$ cat src/rtl/ssd_pkg.sv
// Shared definitions for the seven-segment (SSD) blocks: character codes,
// active-low glyph patterns (bit 6 = g ... bit 0 = a), frame reset value
// and the scan decoder state type.
package ssd_pkg;

  // 5-bit character codes beyond the hex range
  localparam logic [4:0] SSD_BLANK = 5'h10;
  localparam logic [4:0] SSD_U     = 5'h11;
  localparam logic [4:0] SSD_UNK   = 5'h1F;

  // Active-low glyph patterns, ordered g,f,e,d,c,b,a
  localparam logic [6:0] GLYPH_0     = 7'b1000000;
  localparam logic [6:0] GLYPH_1     = 7'b1111001;
  localparam logic [6:0] GLYPH_2     = 7'b0100100;
  localparam logic [6:0] GLYPH_3     = 7'b0110000;
  localparam logic [6:0] GLYPH_4     = 7'b0011001;
  localparam logic [6:0] GLYPH_5     = 7'b0010010;
  localparam logic [6:0] GLYPH_6     = 7'b0000010;
  localparam logic [6:0] GLYPH_7     = 7'b1111000;
  localparam logic [6:0] GLYPH_8     = 7'b0000000;
  localparam logic [6:0] GLYPH_9     = 7'b0010000;
  localparam logic [6:0] GLYPH_A     = 7'b0001000;
  localparam logic [6:0] GLYPH_B     = 7'b0000011;
  localparam logic [6:0] GLYPH_C     = 7'b1000110;
  localparam logic [6:0] GLYPH_D     = 7'b0100001;
  localparam logic [6:0] GLYPH_E     = 7'b0000110;
  localparam logic [6:0] GLYPH_F     = 7'b0001110;
  localparam logic [6:0] GLYPH_BLANK = 7'b1111111;
  localparam logic [6:0] GLYPH_U     = 7'b1000001;

  // Idle anode bus (no digit selected)
  localparam logic [3:0] SSD_AN_IDLE = 4'b1111;

  // Four blank characters packed digit3..digit0
  localparam logic [19:0] SSD_FRAME_RST = 20'h84210;

  // Per-slot settle filter state
  typedef enum logic [1:0] {
    ST_WAIT   = 2'd0,
    ST_SETTLE = 2'd1,
    ST_HELD   = 2'd2
  } ssd_state_e;

endpackage

$ cat src/rtl/ssd_scan_decoder_if.sv
// Scan bus plus decoded results of the SSD scan decoder.
// master: the side driving the display bus and watching the results.
// slave : the decoder itself.
interface ssd_scan_decoder_if;
  logic [3:0]  an;
  logic [6:0]  seg;
  logic [19:0] frame_code;
  logic        frame_valid;
  logic        scan_lost;
  logic [7:0]  err_cnt;

  modport master (
    output an, seg,
    input  frame_code, frame_valid, scan_lost, err_cnt
  );

  modport slave (
    input  an, seg,
    output frame_code, frame_valid, scan_lost, err_cnt
  );
endinterface

$ cat src/rtl/ssd_glyph_decode.sv
// Combinational active-low seven-segment glyph to 5-bit character code.
// Hex glyphs map to 0x00-0x0F, blank to 0x10, 'U' to 0x11, all else 0x1F.
// 'O' shares the '0' pattern and therefore decodes to 0x00.
module ssd_glyph_decode
  import ssd_pkg::*;
(
  input  logic [6:0] seg_i,
  output logic [4:0] code_o
);

  // Pattern lookup
  always_comb begin
    code_o = SSD_UNK;
    case (seg_i)
      GLYPH_0:     code_o = 5'h00;
      GLYPH_1:     code_o = 5'h01;
      GLYPH_2:     code_o = 5'h02;
      GLYPH_3:     code_o = 5'h03;
      GLYPH_4:     code_o = 5'h04;
      GLYPH_5:     code_o = 5'h05;
      GLYPH_6:     code_o = 5'h06;
      GLYPH_7:     code_o = 5'h07;
      GLYPH_8:     code_o = 5'h08;
      GLYPH_9:     code_o = 5'h09;
      GLYPH_A:     code_o = 5'h0A;
      GLYPH_B:     code_o = 5'h0B;
      GLYPH_C:     code_o = 5'h0C;
      GLYPH_D:     code_o = 5'h0D;
      GLYPH_E:     code_o = 5'h0E;
      GLYPH_F:     code_o = 5'h0F;
      GLYPH_BLANK: code_o = SSD_BLANK;
      GLYPH_U:     code_o = SSD_U;
      default:     code_o = SSD_UNK;
    endcase
  end

endmodule

$ cat src/rtl/ssd_scan_decoder.sv
// Recovers the four displayed characters from a multiplexed active-low
// seven-segment scan bus. Each anode slot must be stable for SETTLE samples
// before its glyph is captured; a frame is published once every digit in
// DIGIT_MASK has been captured.
// Optional build macro SSD_DEC_SYNC_EN: inserts a 2-flop synchronizer on
// an/seg for pin-level capture (adds 2 cycles of latency).
module ssd_scan_decoder
  import ssd_pkg::*;
#(
  parameter int         SETTLE     = 4,
  parameter int         TIMEOUT    = 524288,
  parameter logic [3:0] DIGIT_MASK = 4'b1111
) (
  input  logic           clk,
  input  logic           reset,
  ssd_scan_decoder_if.slave bus
);

  localparam int         IW       = $clog2(TIMEOUT + 1);
  localparam logic [IW-1:0] TO_C  = IW'(TIMEOUT);
  localparam logic [7:0] SETTLE_C = 8'(SETTLE);

  logic [3:0] an_s;
  logic [6:0] seg_s;

`ifdef SSD_DEC_SYNC_EN
  logic [3:0] an_m_q, an_s_q;
  logic [6:0] seg_m_q, seg_s_q;

  // Two-stage synchronizer; resets to the idle bus
  always_ff @(posedge clk) begin
    if (reset) begin
      an_m_q  <= SSD_AN_IDLE;
      an_s_q  <= SSD_AN_IDLE;
      seg_m_q <= GLYPH_BLANK;
      seg_s_q <= GLYPH_BLANK;
    end else begin
      an_m_q  <= bus.an;
      an_s_q  <= an_m_q;
      seg_m_q <= bus.seg;
      seg_s_q <= seg_m_q;
    end
  end

  assign an_s  = an_s_q;
  assign seg_s = seg_s_q;
`else
  assign an_s  = bus.an;
  assign seg_s = bus.seg;
`endif

  // Sample classification
  logic [2:0]  low_cnt;
  logic        valid_slot;
  logic        multi_an;
  logic [10:0] sample;
  logic        changed;
  logic [4:0]  glyph_code;

  logic [10:0]      prev_q;
  ssd_state_e       state_q, state_d;
  logic [7:0]       cnt_q, cnt_d;
  logic             capture;
  logic [IW-1:0]    idle_q, idle_d;
  logic             timeout_hit;
  logic [3:0]       seen_q, seen_d;
  logic             frame_done;
  logic             multi_q;
  logic [7:0]       err_q;
  logic             lost_q;
  logic             frame_valid_q;
  logic [19:0]      frame_code_q;
  logic [19:0]      work_flat;

  assign low_cnt    = 3'($countones(~an_s));
  assign valid_slot = (low_cnt == 3'd1);
  assign multi_an   = (low_cnt >= 3'd2);
  assign sample     = {an_s, seg_s};
  assign changed    = (sample != prev_q);

  ssd_glyph_decode u_glyph (
    .seg_i  (seg_s),
    .code_o (glyph_code)
  );

  // Settle filter: any change restarts the stable count, invalid drops to WAIT
  always_comb begin
    state_d = state_q;
    cnt_d   = cnt_q;
    capture = 1'b0;
    if (!valid_slot) begin
      state_d = ST_WAIT;
      cnt_d   = '0;
    end else if (state_q == ST_WAIT || changed) begin
      cnt_d = 8'd1;
      if (SETTLE_C == 8'd1) begin
        capture = 1'b1;
        state_d = ST_HELD;
      end else begin
        state_d = ST_SETTLE;
      end
    end else if (state_q == ST_SETTLE) begin
      cnt_d = cnt_q + 8'd1;
      if (cnt_d == SETTLE_C) begin
        capture = 1'b1;
        state_d = ST_HELD;
      end
    end
  end

  // Saturating count of cycles without a valid slot; fires once on reaching TIMEOUT
  always_comb begin
    idle_d      = idle_q;
    timeout_hit = 1'b0;
    if (valid_slot) begin
      idle_d = '0;
    end else if (idle_q != TO_C) begin
      idle_d = idle_q + IW'(1);
      if (idle_d == TO_C) timeout_hit = 1'b1;
    end
  end

  // Seen mask: publishing clears it, a same-cycle capture opens the next frame
  always_comb begin
    frame_done = ((seen_q & DIGIT_MASK) == DIGIT_MASK);
    seen_d     = frame_done ? 4'b0000 : seen_q;
    if (capture) seen_d = seen_d | ~an_s;
    if (timeout_hit) seen_d = 4'b0000;
  end

  // Control state, counters and published outputs
  always_ff @(posedge clk) begin
    if (reset) begin
      prev_q        <= {SSD_AN_IDLE, GLYPH_BLANK};
      state_q       <= ST_WAIT;
      cnt_q         <= '0;
      idle_q        <= '0;
      seen_q        <= '0;
      multi_q       <= 1'b0;
      err_q         <= '0;
      lost_q        <= 1'b0;
      frame_valid_q <= 1'b0;
      frame_code_q  <= SSD_FRAME_RST;
    end else begin
      prev_q        <= sample;
      state_q       <= state_d;
      cnt_q         <= cnt_d;
      idle_q        <= idle_d;
      seen_q        <= seen_d;
      multi_q       <= multi_an;
      frame_valid_q <= frame_done;
      if (frame_done) frame_code_q <= work_flat;
      if (multi_an && !multi_q && err_q != 8'hFF) err_q <= err_q + 8'd1;
      if (timeout_hit) lost_q <= 1'b1;
      else if (capture) lost_q <= 1'b0;
    end
  end

  // Per-digit working registers, blanked on reset and on scan loss
  genvar gi;
  generate
    for (gi = 0; gi < 4; gi++) begin : g_digit
      logic [4:0] work_q;

      // Capture the decoded glyph when this digit's anode is the active slot
      always_ff @(posedge clk) begin
        if (reset || timeout_hit) begin
          work_q <= SSD_BLANK;
        end else if (capture && !an_s[gi]) begin
          work_q <= glyph_code;
        end
      end

      assign work_flat[gi*5 +: 5] = work_q;
    end
  endgenerate

  assign bus.frame_code  = frame_code_q;
  assign bus.frame_valid = frame_valid_q;
  assign bus.scan_lost   = lost_q;
  assign bus.err_cnt     = err_q;

endmodule

$ cat src/flat_wrapper.sv
// flat-port wrapper written by rule: the top's interface ports become plain ports
module ssd_scan_decoder_flat import ssd_pkg::*;
#(
  parameter int         SETTLE     = 4,
  parameter int         TIMEOUT    = 524288,
  parameter logic [3:0] DIGIT_MASK = 4'b1111
)
  (clk, reset, bus_an, bus_seg, bus_frame_code, bus_frame_valid, bus_scan_lost, bus_err_cnt);
  ssd_scan_decoder_if bus_i ();
  input  logic clk;
  input  logic reset;
  input wire logic [$bits(bus_i.an)-1:0] bus_an;
  input wire logic [$bits(bus_i.seg)-1:0] bus_seg;
  output wire logic [$bits(bus_i.frame_code)-1:0] bus_frame_code;
  output wire logic [$bits(bus_i.frame_valid)-1:0] bus_frame_valid;
  output wire logic [$bits(bus_i.scan_lost)-1:0] bus_scan_lost;
  output wire logic [$bits(bus_i.err_cnt)-1:0] bus_err_cnt;
  assign bus_i.an = bus_an;
  assign bus_i.seg = bus_seg;
  assign bus_frame_code = bus_i.frame_code;
  assign bus_frame_valid = bus_i.frame_valid;
  assign bus_scan_lost = bus_i.scan_lost;
  assign bus_err_cnt = bus_i.err_cnt;
  ssd_scan_decoder #(.SETTLE(SETTLE), .TIMEOUT(TIMEOUT), .DIGIT_MASK(DIGIT_MASK)) u_core (.clk(clk), .reset(reset), .bus(bus_i));
endmodule
$ cat config.mk
export PLATFORM = sky130hd
export DESIGN_NAME = ssd_scan_decoder_flat
export DESIGN_NICKNAME = d
export VERILOG_FILES = /design/src/rtl/ssd_pkg.sv /design/src/rtl/ssd_scan_decoder_if.sv /design/src/rtl/ssd_glyph_decode.sv /design/src/rtl/ssd_scan_decoder.sv /design/src/flat_wrapper.sv
export SDC_FILE = /design/constraint.sdc
export NUM_CORES = 1
export LEC_CHECK = 0
export BUFFER_PORTS_ARGS = -buffer_cell sky130_fd_sc_hd__buf_2
export CAP_MARGIN = 30
export CELL_PAD_IN_SITES_DETAIL_PLACEMENT = 0
export CELL_PAD_IN_SITES_GLOBAL_PLACEMENT = 1
export CORE_ASPECT_RATIO = 0.9
export CORE_MARGIN = 10
export CORE_UTILIZATION = 36
export CTS_BUF_LIST = sky130_fd_sc_hd__clkbuf_2
export CTS_CLUSTER_DIAMETER = 30
export DETAILED_ROUTE_END_ITERATION = 6
export PLACE_DENSITY = 0.74
export SYNTH_ARGS = -nofsm -noshare
export SYNTH_HDL_FRONTEND = slang
export SYNTH_SLANG_ARGS = --single-unit
export TNS_END_PERCENT = 50
$ cat constraint.sdc
create_clock -name clk -period 2.5 [get_ports clk]
set_input_delay 0.25 -clock clk [delete_from_list [all_inputs] [get_ports clk]]
set_output_delay 0.25 -clock clk [all_outputs]
set_load 0.05 [all_outputs]
==> results.sh <==
export IMPL_numPlacedInstances=737
export IMPL_syn_inst_count=533
export IMPL_timing_critical_path_mode_cell="sky130_fd_sc_hd__buf_4"
export IMPL_vias=3769
export IMPL_timing_clock_skew_ns=0.02814
export IMPL_tritoncts="done"
export IMPL_dr_first_iter_drc_count=243
export IMPL_endpoint_kind="register"
export IMPL_clk_root_buffer_cell="sky130_fd_sc_hd__clkbuf_2"
export IMPL_syn_area_per_cell_um2=8.554
export IMPL_async_flop_share=0
export IMPL_grt_overflow_total=0
export IMPL_worst_ep_required_time_ns=3.02
export IMPL_combPwrFrac=0.120
export IMPL_ys_dominant_reg_cell="sky130_fd_sc_hd__dfxtp_1"
export IMPL_power_density_cell_area_nw_per_um2=551.5
export IMPL_post_route_cell_area_um2=5466
export IMPL_final_setup_viol_count=0
export IMPL_endpoints_failing_hold=0
export IMPL_synthDistinctLibCells=57
export IMPL_std_cell_rows=38
export IMPL_stdcell_count=761
export IMPL_period_needed_ns=2.322
export IMPL_worstPathCellList="buf_4, and3_4, buf_4, nor3_1, a31oi_1, or4_4, or3_4, nor3_2, a211o_1"
export IMPL_r2r_end="u_core.g_digit[3].work_q[4]"
export IMPL_cts_htree_levels=3
export IMPL_cp_arrival_ns=2.84
export IMPL_reg2reg_setup_slack_ns=0.18
export IMPL_status="finished clean"
export IMPL_worstSetupPathType="register to register"
export IMPL_syn_area_um2=4559
export IMPL_worstHoldStart="bus_an[2]"
export IMPL_reg2reg_from="u_core.cnt_q[0]"
export IMPL_ant_nets=0
export IMPL_place_area_um2=5152
export IMPL_reg2reg_depth=9
export IMPL_ys_seq_elements=96
export IMPL_die_w_um=138.6
export IMPL_areaGrowthSynthToFinish_pct=19.90
export IMPL_timing_final_crit_share=0.9288
export IMPL_gr_util_all_layers=0.1187
export IMPL_drt_drc_violations_left=0
export IMPL_grt_antenna_before_repair=0
export IMPL_worst_path_largest_cell_delay_ns=0.49
export IMPL_synth_fp_nets=556
export IMPL_detailedRoute_firstPassIterationCount=4
export IMPL_effective_utilization_at_floorplan=0.3731
export IMPL_design_portCount=43
export IMPL_p_int_w=0.002249
export IMPL_synth_enable_flop_cells=0
export IMPL_hold_end="u_core.prev_q[9]"
export IMPL_hp_class="input pin to register"
export IMPL_unrepaired_setup_endpoints_after_global_routing="yes"
export IMPL_drive_gt1_frac=0.2296
export IMPL_share_of_synthesized_area_occupied_by_flip_flops_and_latches=0.4215
export IMPL_fp_coreArea_um2=12220
export IMPL_design_die_area_um2=17570
export IMPL_switching_portion_of_total_power=0.2539
export IMPL_irDropWorstVdd_mv=0.3813
export IMPL_post_route_util=0.4474
export IMPL_grt_pass1_vias=3579
export IMPL_drv_max_cap_violation_count=0
export IMPL_path_max_fanout=7
export IMPL_flop_pwr_share=0.528
export IMPL_antenna_cells_inserted=0
export IMPL_finalMaxSlewViolations=0
export IMPL_power_clock_fraction=0.351
export IMPL_p_switching_w=0.0007654
export IMPL_cp_slowest_cell="sky130_fd_sc_hd__or4_4"
export IMPL_grt_first_pass_wirelength_um=17780
export IMPL_f_max_mhz=430.7
export IMPL_cts_reportedPaths_clkPinSlew_ns=0.24
export IMPL_die_height_um=126.8
export IMPL_gp_congestion=0.7727
export IMPL_post_drt_via_cell_ratio=4.953
export IMPL_port_buffers=42
export IMPL_static_leakage_power_nw=2.219
export IMPL_maxSlewHeadroom=0.5297
export IMPL_worst_slew_pin_slew_ns=0.7054
export IMPL_clk_path_buf_depth=2
export IMPL_hpwl_um=7739
export IMPL_tritoncts_num_buffers=9
export IMPL_final_net_count=619
export IMPL_detail_route_wl_per_cell_um=13.73
export IMPL_clkSinkCount=96
export IMPL_yosys_warnings=0
export IMPL_hold_depth=3
export IMPL_critPathLaunchType="register"
export IMPL_grt_max_degree=29
export IMPL_clk_lat_worst_skew_ns=0.57
export IMPL_routed_wirelength_um=10450
-- sequential cells by signal, indices dropped and copies added (netlist names) --
signal                  cells
u_core.bus.frame_valid      1
u_core.seen_q               4
u_core.cnt_q                8
u_core.bus.frame_code      20
u_core.idle_q              20
u_core.bus.err_cnt          8
u_core.multi_q              1
u_core.state_q              2
u_core.bus.scan_lost        1
u_core.g_digit.work_q      20
u_core.prev_q              11
-- critical path: cells and delay by family (launching register included) --
kind	cells	cell delay, ns
simple gates	5	1.44
compound gates	2	0.20
flops	1	0.37
buf+inv	2	0.28
-- stage by stage --
step,power [W],hold slack (ns),TNS [ns],setup slack (ns)
after floorplan,0.001856,0.3565,-0.3745,-0.1183
after global placement,0.001969,0.4440,-6.110,-0.3609
after detailed placement,0.001978,0.4437,-7.462,-0.4318
after CTS,0.003045,0.009581,0,0.03316
after global routing,0.003161,0.01977,-0.002033,-0.002033
final,0.003015,0.08571,0,0.1780
-- cells by family after synthesis --
| group | synth area share |
|---|---|
| AOI/OAI and AO/OA | 0.08809 |
| xor gates and xnor gates | 0.09797 |
| adders and majority gates | 0.02909 |
| buffers and inverters | 0.04446 |
| DFF | 0.4215 |
| muxes | 0.05296 |
| and+or+nand+nor | 0.2659 |
-- final cells by class --
| cell class | count | area, µm² |
|---|---|---|
| clock inverters | 7 | 143.9 |
| flip-flops and latches | 96 | 1926 |
| fillers | 1189 | 6753 |
| inverters | 11 | 56.30 |
| multi-input cells | 392 | 2527 |
| repair buffers | 86 | 568.0 |
| clock buffers | 9 | 45.04 |
| well taps | 160 | 200.2 |
-- power groups by stage --
stage          clock, W  combinational [W]  sequential (W)
6_report        0.00106           0.000363         0.00159
5_1_grt         0.00116           0.000401         0.00160
4_1_cts         0.00109           0.000364         0.00159
3_5_place_dp          0           0.000358         0.00162
3_3_place_gp          0           0.000350         0.00162
2_1_floorplan         0           0.000211         0.00165
-- metal layers --
layer	track usage	up-vias	wire [µm]
met4	0.03066	0	62
li1	-	1945	-
met3	0.04028	9	563
met1	0.1533	1733	5035
met2	0.1858	82	4785
met5	0	-	0
-- cells in the final DEF, fill, tap and decap left out, types with 3 or more instances in the layout --
cell	netlist	layout
sky130_fd_sc_hd__and4_1	3	3
sky130_fd_sc_hd__a21oi_1	26	26
sky130_fd_sc_hd__nor2_1	76	75
sky130_fd_sc_hd__xnor2_1	31	31
sky130_fd_sc_hd__a21boi_0	3	3
sky130_fd_sc_hd__nand3_1	21	20
sky130_fd_sc_hd__o21ai_0	10	10
sky130_fd_sc_hd__ha_1	9	5
sky130_fd_sc_hd__and3_1	4	4
sky130_fd_sc_hd__or3_4	0	4
sky130_fd_sc_hd__or2_2	12	12
sky130_fd_sc_hd__a211oi_1	3	3
sky130_fd_sc_hd__nand3b_1	6	6
sky130_fd_sc_hd__mux2i_1	23	23
sky130_fd_sc_hd__a31oi_1	3	3
sky130_fd_sc_hd__nand2_1	60	60
sky130_fd_sc_hd__nor3b_1	3	3
sky130_fd_sc_hd__buf_4	1	37
sky130_fd_sc_hd__bufinv_16	0	4
sky130_fd_sc_hd__nor3_1	8	8
sky130_fd_sc_hd__and2_1	5	5
sky130_fd_sc_hd__dlygate4sd3_1	0	6
sky130_fd_sc_hd__ha_4	0	3
sky130_fd_sc_hd__dfxtp_1	96	93
sky130_fd_sc_hd__nand2b_1	5	5
sky130_fd_sc_hd__xor2_1	20	20
sky130_fd_sc_hd__buf_2	6	42
sky130_fd_sc_hd__dfxtp_2	0	3
sky130_fd_sc_hd__clkbuf_2	0	9
sky130_fd_sc_hd__inv_1	11	6
sky130_fd_sc_hd__nand4_1	16	16
-- synth_stat cells, drive strengths merged, types with 2 or more instances --
cell type	instances	area (µm²)
a211oi	3	22.52
a21boi	3	22.52
a21oi	26	130.1
a31oi	3	18.77
a41oi	2	17.52
and2	5	31.28
and3	5	36.28
and3b	2	17.52
and4	3	26.28
buf	11	75.07
clkbuf	23	86.33
dfxtp	96	1922
ha	9	112.6
inv	11	41.29
mux2i	23	230.2
nand2	60	225.2
nand2b	5	31.28
nand3	22	115.1
nand3b	6	45.04
nand4	16	100.1
nor2	76	285.3
nor2b	2	12.51
nor3	9	50.05
nor3b	3	22.52
nor4	5	50.05
o2111ai	2	17.52
o211ai	2	15.01
o21ai	11	55.05
o31ai	2	15.01
or2	12	75.07
or3	6	37.54
or3b	2	17.52
or4	2	15.01
xnor2	31	271.5
xor2	20	175.2
-- how the worst max path moves through the flow --
stage	startpoint	to	slack, ns	depth (start not counted)
after floorplan	bus_an[2]	u_core.g_digit[3].work_q[4]	-0.12	10
after global placement	bus_an[2]	u_core.g_digit[3].work_q[4]	-0.36	10
after detailed placement	bus_an[2]	u_core.g_digit[3].work_q[4]	-0.43	10
after CTS	u_core.idle_q[1]	u_core.g_digit[1].work_q[4]	0.03	9
after global routing	u_core.idle_q[2]	u_core.g_digit[1].work_q[4]	-0.002	8
final	u_core.cnt_q[0]	u_core.g_digit[3].work_q[4]	0.18	9
-- what timing repair did --
action,in CTS,in global routing
endpoints found under the setup margin,20,24
resized for setup,5,7
hold buffers,4,2
buffers inserted,0,2
hold endpoints to repair,5,2
pin swaps,0,2
Note: power is estimated with default switching activity, not from simulation.
